[config.mk]
export PLATFORM = sky130hd
export DESIGN_NAME = clk_div_multi_flat
export DESIGN_NICKNAME = d
export VERILOG_FILES = /design/src/rtl/clk_div_pkg.sv /design/src/rtl/clk_div_multi_if.sv /design/src/rtl/clk_div_chan.sv /design/src/rtl/clk_div_multi.sv /design/src/flat_wrapper.sv
export SDC_FILE = /design/constraint.sdc
export NUM_CORES = 1
export LEC_CHECK = 0
export CELL_PAD_IN_SITES_DETAIL_PLACEMENT = 0
export CELL_PAD_IN_SITES_GLOBAL_PLACEMENT = 2
export CORE_AREA = 2 2 139 277
export CTS_CLUSTER_SIZE = 16
export DETAILED_ROUTE_END_ITERATION = 10
export DIE_AREA = 0 0 141 279
export PLACE_DENSITY_LB_ADDON = 0.1
export REMOVE_ABC_BUFFERS = 1
export SYNTH_ARGS = -nofsm -noshare
export SYNTH_HDL_FRONTEND = slang
export SYNTH_SLANG_ARGS = --single-unit
[constraint.sdc]
create_clock -name Clk -period 2.2 [get_ports Clk]
set_input_delay 0.44 -clock Clk [delete_from_list [all_inputs] [get_ports Clk]]
set_output_delay 0.44 -clock Clk [all_outputs]
set_load 0.01 [all_outputs]
[src/rtl/clk_div_pkg.sv]
// Shared defaults and width helper for the multi-channel clock divider.
package clk_div_pkg;

  localparam int CNT_W_DEF        = 16;
  localparam int DEFAULT_HALF_DEF = 4999;

  function automatic int sel_w(input int n);
    return (n > 1) ? $clog2(n) : 1;
  endfunction

endpackage

[src/rtl/clk_div_multi_if.sv]
// Divisor write port: Div_Wr/Div_Sel/Div_Data offered by master, Div_Rdy returned by slave.
interface clk_div_multi_if import clk_div_pkg::*; #(
  parameter int CHANNELS = 4,
  parameter int CNT_W    = CNT_W_DEF
);
  localparam int SEL_W = sel_w(CHANNELS);

  logic             Div_Wr;
  logic [SEL_W-1:0] Div_Sel;
  logic [CNT_W-1:0] Div_Data;
  logic             Div_Rdy;

  modport master (output Div_Wr, Div_Sel, Div_Data, input Div_Rdy);
  modport slave  (input Div_Wr, Div_Sel, Div_Data, output Div_Rdy);

endinterface

[src/rtl/clk_div_chan.sv]
// One divider channel: Tick every H+1 cycles, Clk_Div toggles on each Tick; outputs registered.
// A written divisor waits in pending until the next terminal count (or next disabled edge).
module clk_div_chan import clk_div_pkg::*; #(
  parameter int CNT_W        = CNT_W_DEF,
  parameter int DEFAULT_HALF = DEFAULT_HALF_DEF
) (
  input  logic             Clk,
  input  logic             Rst_n,
  input  logic             enable,
`ifdef CLKDIV_SYNC_EN
  input  logic             sync,
`endif
  input  logic             wr_en,
  input  logic [CNT_W-1:0] wr_data,
  output logic             pend,
  output logic             tick,
  output logic             clk_div
);

  logic [CNT_W-1:0] cnt;
  logic [CNT_W-1:0] half;
  logic [CNT_W-1:0] pend_half;
  logic             sync_hit;

`ifdef CLKDIV_SYNC_EN
  assign sync_hit = sync;
`else
  assign sync_hit = 1'b0;
`endif

  // wr_en is only raised while pend is clear, so a write and an apply never share an edge.
  always_ff @(posedge Clk or negedge Rst_n) begin
    if (!Rst_n) begin
      cnt       <= '0;
      half      <= CNT_W'(DEFAULT_HALF);
      pend_half <= '0;
      pend      <= 1'b0;
      tick      <= 1'b0;
      clk_div   <= 1'b0;
    end else begin
      if (wr_en) begin
        pend_half <= wr_data;
        pend      <= 1'b1;
      end
      if (sync_hit) begin
        cnt     <= '0;
        tick    <= 1'b0;
        clk_div <= 1'b0;
      end else if (!enable) begin
        cnt     <= '0;
        tick    <= 1'b0;
        clk_div <= 1'b0;
        if (pend) begin
          half <= pend_half;
          pend <= 1'b0;
        end
      end else if (cnt == half) begin
        cnt     <= '0;
        tick    <= 1'b1;
        clk_div <= ~clk_div;
        if (pend) begin
          half <= pend_half;
          pend <= 1'b0;
        end
      end else begin
        cnt  <= cnt + CNT_W'(1);
        tick <= 1'b0;
      end
    end
  end

endmodule

[src/rtl/clk_div_multi.sv]
// CHANNELS independent programmable dividers sharing one divisor write port; Div_Rdy is combinational
// (low while the selected channel holds a pending divisor). Sync port exists only with CLKDIV_SYNC_EN.
module clk_div_multi import clk_div_pkg::*; #(
  parameter int CHANNELS     = 4,
  parameter int CNT_W        = CNT_W_DEF,
  parameter int DEFAULT_HALF = DEFAULT_HALF_DEF
) (
  input  logic                Clk,
  input  logic                Rst_n,
  input  logic [CHANNELS-1:0] Enable,
  clk_div_multi_if.slave      div_if,
`ifdef CLKDIV_SYNC_EN
  input  logic                Sync,
`endif
  output logic [CHANNELS-1:0] Tick,
  output logic [CHANNELS-1:0] Clk_Div
);

  logic [CHANNELS-1:0] pend;
  logic [CHANNELS-1:0] wr_en;
  logic                div_rdy;

  // Selects at or beyond CHANNELS match no channel: not ready, write ignored.
  always_comb begin
    div_rdy = 1'b0;
    wr_en   = '0;
    for (int i = 0; i < CHANNELS; i++) begin
      if (int'(div_if.Div_Sel) == i) begin
        div_rdy  = ~pend[i];
        wr_en[i] = div_if.Div_Wr & ~pend[i];
      end
    end
  end

  assign div_if.Div_Rdy = div_rdy;

  for (genvar g = 0; g < CHANNELS; g++) begin : g_chan
    clk_div_chan #(
      .CNT_W        (CNT_W),
      .DEFAULT_HALF (DEFAULT_HALF)
    ) u_chan (
      .Clk     (Clk),
      .Rst_n   (Rst_n),
      .enable  (Enable[g]),
`ifdef CLKDIV_SYNC_EN
      .sync    (Sync),
`endif
      .wr_en   (wr_en[g]),
      .wr_data (div_if.Div_Data),
      .pend    (pend[g]),
      .tick    (Tick[g]),
      .clk_div (Clk_Div[g])
    );
  end

endmodule

[src/flat_wrapper.sv]
// flat-port wrapper written by rule: the top's interface ports become plain ports
module clk_div_multi_flat import clk_div_pkg::*;
#(
  parameter int CHANNELS     = 4,
  parameter int CNT_W        = CNT_W_DEF,
  parameter int DEFAULT_HALF = DEFAULT_HALF_DEF
)
  (Clk, Rst_n, Enable, Tick, Clk_Div, div_if_Div_Wr, div_if_Div_Sel, div_if_Div_Data, div_if_Div_Rdy);
  clk_div_multi_if #(.CHANNELS(CHANNELS), .CNT_W(CNT_W)) div_if_i ();
  input  logic Clk;
  input  logic Rst_n;
  input  logic [CHANNELS-1:0] Enable;
  output logic [CHANNELS-1:0] Tick;
  output logic [CHANNELS-1:0] Clk_Div;
  input wire logic [$bits(div_if_i.Div_Wr)-1:0] div_if_Div_Wr;
  input wire logic [$bits(div_if_i.Div_Sel)-1:0] div_if_Div_Sel;
  input wire logic [$bits(div_if_i.Div_Data)-1:0] div_if_Div_Data;
  output wire logic [$bits(div_if_i.Div_Rdy)-1:0] div_if_Div_Rdy;
  assign div_if_i.Div_Wr = div_if_Div_Wr;
  assign div_if_i.Div_Sel = div_if_Div_Sel;
  assign div_if_i.Div_Data = div_if_Div_Data;
  assign div_if_Div_Rdy = div_if_i.Div_Rdy;
  clk_div_multi #(.CHANNELS(CHANNELS), .CNT_W(CNT_W), .DEFAULT_HALF(DEFAULT_HALF)) u_core (.Clk(Clk), .Rst_n(Rst_n), .Enable(Enable), .div_if(div_if_i), .Tick(Tick), .Clk_Div(Clk_Div));
endmodule
==> metrics.md <==
| Metric | Value |
|---|---|
| FF/Latch Area | `5140 µm²` |
| Post-DP Area | `10300 µm²` |
| DR pass1 iterations | `4` |
| Fraction of the mapped netlist area in compound gates | `1.93%` |
| Cell count after synthesis | `691` |
| FILL cells | `3744` |
| CP cell instances | `xnor2_1 > nand4_1 > o41ai_4 > nand2_4 > mux2_4` |
| Fin area | `11000 µm²` |
| Buffers on Ports | `33` |
| Slack of the critical path | `0.110 ns` |
| Dpl hpwl | `16800 µm` |
| Post-synthesis adder-cell area fraction | `0.544%` |
| P&R area growth vs syn | `19.8%` |
| Post-synthesis mux area share | `17.5%` |
| Worst hold margin | `0.413 ns` |
| Netlist cell types | `34` |
| Final GP Congestion | `0.743` |
| Total global-route track usage | `12.3%` |
| Via count | `5326` |
| Number of global-route vias before repair | `6038` |
| Area contributors post-synth | `dfrtp_1 48%, mux2_2 11%, xnor2_1 8.2%, dfstp_2 8.0%, mux2_4 6.5%` |
| Starting DRT DRC Count | `177` |
| Post-synthesis cell type with the largest combined area | `dfrtp_1` |
| Tcrit/Tclk final | `95.0%` |
| Grt total ovfl | `0` |
| WL final | `23200 µm` |
| Simple-gate share of the synthesized area | `10.5%` |
| Crit path kind | `flip-flop to flip-flop` |
| Status | `finished clean` |
| Skew-Pair Late Insertion Delay | `0.51 ns` |
| #FFs+latches synth | `204` |
| Synth top area share | `47.9%` |
| TritonCTS Sinks | `204` |
| Post-DR wirelength/cell | `18.8 µm` |
| Final net count | `790` |
| Initial antenna violation count | `0` |
| Max-Cap Viols | `0` |
| CTS H-tree depth | `1` |
| Chip width | `141 µm` |
| CP endpoint kind | `flip-flop` |
| Worst slew pin tran | `0.545 ns` |
| Fin. Hold Viols | `0` |
| Num rows | `100` |
| Clk slew on worst S/H paths | `0.06 ns` |
| Max_slew headroom | `63.3%` |
| Die area | `39300 µm²` |
| Worst Skew | `0.00616 ns` |
| Crit path required time | `2.59 ns` |
| Sequential area share after synthesis | `55.9%` |
| Core area | `37200 µm²` |
| Max Clk Rate | `0.478 GHz` |
| Tmin final | `2.09 ns` |
| VDD IR max | `0.513 mV` |
| DP Worst Slack | `-0.441 ns` |
| Largest net degree at the start of global routing | `53` |
| Die height | `279 µm` |
| RSZ-0062 raised after global routing | `false` |
| Vias/cell | `4.31` |
| Xor and xnor fraction of the mapped netlist area | `11.5%` |
| Slew Limit Fails | `0` |
| ANT nets after route | `0` |
| Multi-input gate area | `3900 µm²` |
| Avg Inst Size Synth | `13.3 µm²` |
| Worst Setup Start Kind | `flip-flop` |
| Largest family of logic cells by synthesized area | `multiplexers` |
| DRC | `0` |
| Crit path DAT | `2.49 ns` |
| Worst hold path class | `input pin to async pin` |
| First-pass GRT wire length | `36800 µm` |
| CTS tree | `yes` |
| Pwr Density | `1030 nW/µm²` |
| Design Power | `11.3 mW` |
| # diodes | `0` |
| CTS Buf Count | `22` |
| Slowest CP cell | `dfrtp_1` |
| Final setup fails | `0` |
| Top-Level Pins | `34` |
| Initial Utilization | `24.8%` |
| Clock buffer depth | `3` |
| Root Driver | `clkbuf_16` |
| Leak | `4.71 nW` |
| Slowest stage delay, CP | `0.45 ns` |
| Yosys warning total | `0` |
| Layout cells sized above 1 | `30.8%` |
| Mapped Area | `9200 µm²` |
| Crit Path Max Fanout | `16` |
-- where the power goes --
| part | leakage (nW) | internal, mW | switching (mW) |
|---|---|---|---|
| sequential | 2.54 | 4.85 | 0.690 |
| clock | 0.325 | 1.99 | 1.53 |
| combinational | 1.85 | 1.43 | 0.838 |
| total | 4.71 | 8.27 | 3.06 |
-- flip-flops by register name, indices dropped and copies added (netlist names) --
name and cells:
u_core.g_chan.u_chan.clk_div 4, u_core.g_chan.u_chan.tick 4, u_core.g_chan.u_chan.half 64, u_core.g_chan.u_chan.cnt 64
u_core.g_chan.u_chan.pend_half 64, u_core.g_chan.u_chan.pend 4
-- per-layer routing --
| layer | track usage, % | share of wire, % |
|---|---|---|
| met5 | 0 | 0 |
| met2 | 23.8 | 56 |
| met1 | 13.6 | 39 |
| met4 | 3.95 | 2.4 |
| met3 | 1.56 | 2.2 |
-- final timing paths --
path                                                      startpoint                         endpoint  slack, ns  cells after the start
worst max-delay path                  u_core.g_chan[1].u_chan.cnt[7]  u_core.g_chan[1].u_chan.half[6]       0.11                      5
worst min-delay path                                           Rst_n   u_core.g_chan[3].u_chan.cnt[9]       0.41                      2
worst max register to register        u_core.g_chan[1].u_chan.cnt[7]  u_core.g_chan[1].u_chan.half[6]       0.11                      5
worst min register to register  u_core.g_chan[1].u_chan.pend_half[0]  u_core.g_chan[1].u_chan.half[0]       0.50                      1
max in group asynchronous                                      Rst_n  u_core.g_chan[1].u_chan.half[9]       1.07                      3
min in group Clk                u_core.g_chan[1].u_chan.pend_half[0]  u_core.g_chan[1].u_chan.half[0]       0.50                      1
-- logic make-up after synthesis --
logic type,count (synthesis)
xor gates and xnor gates,120
adders and majority gates,4
and+or+nand+nor,185
AOI/OAI and AO/OA,16
muxes,129
buffers and inverters,33
DFF,204
-- Yosys cell counts, drive strengths merged --
library cell,instances
clkbuf,8
or2,1
nand2,21
xnor2,87
or3,4
buf,15
and4,4
nor4b,1
and2,15
mux4,1
ha,4
and3,15
o41ai,4
nor4bb,1
dfrtp,176
nor2,69
nor4,4
o21bai,3
inv,10
dfstp,28
mux2,128
nand4,29
o21ai,5
a21oi,4
nor3,3
nand3,18
xor2,33
-- worst max-delay path, delay by kind of cell (launching register included) --
family          cells  cell delay, ns
simple gates        2            0.50
flops               1            0.45
compound gates      1            0.43
mux                 1            0.36
xor+xnor            1            0.23
-- placed cells by master (no fill, tap or decap), types with 15 or more instances in the layout --
master,instances
clkbuf_16,23
clkdlybuf4s50_1,30
xnor2_1,85
xor2_1,33
mux2_4,40
and3_1,15
dfrtp_1,176
mux2_2,88
nand2_1,17
nand3_1,18
nand4_1,28
nor2_1,69
dfstp_2,28
and2_1,15
buf_4,27
-- timing repair --
action | in CTS | in global routing
gates cloned | 0 | 0
resized for setup | 6 | 1
pin swaps | 3 | 3
endpoints found under the setup margin | 20 | 8
hold buffers | 1 | 0
setup buffers | 2 | 1
endpoints found under the hold margin | 27 | 0
-- through the flow --
| step | setup TNS (ns) | util, % | std cells |
|---|---|---|---|
| 6_report | 0 | 29.6 | 1235 |
| 5_1_grt | 0 | 29.6 | 1235 |
| 2_1_floorplan | -14.23 | - | 668 |
| 4_1_cts | 0 | 29.6 | 1234 |
| 3_5_place_dp | -0.512 | 27.8 | 1192 |
| 3_3_place_gp | -0.567 | 27.8 | 1192 |
-- area by class of cell --
cell class              count  share of cell area (%)
clock buffers              35                    5.82
clock inverters             4                   0.182
inverters                  10                   0.341
multi-input cells         454                    35.4
flip-flops and latches    204                    46.7
well taps                 459                    5.21
repair buffers             69                    6.36
Note: power is estimated with default switching activity, not from simulation.
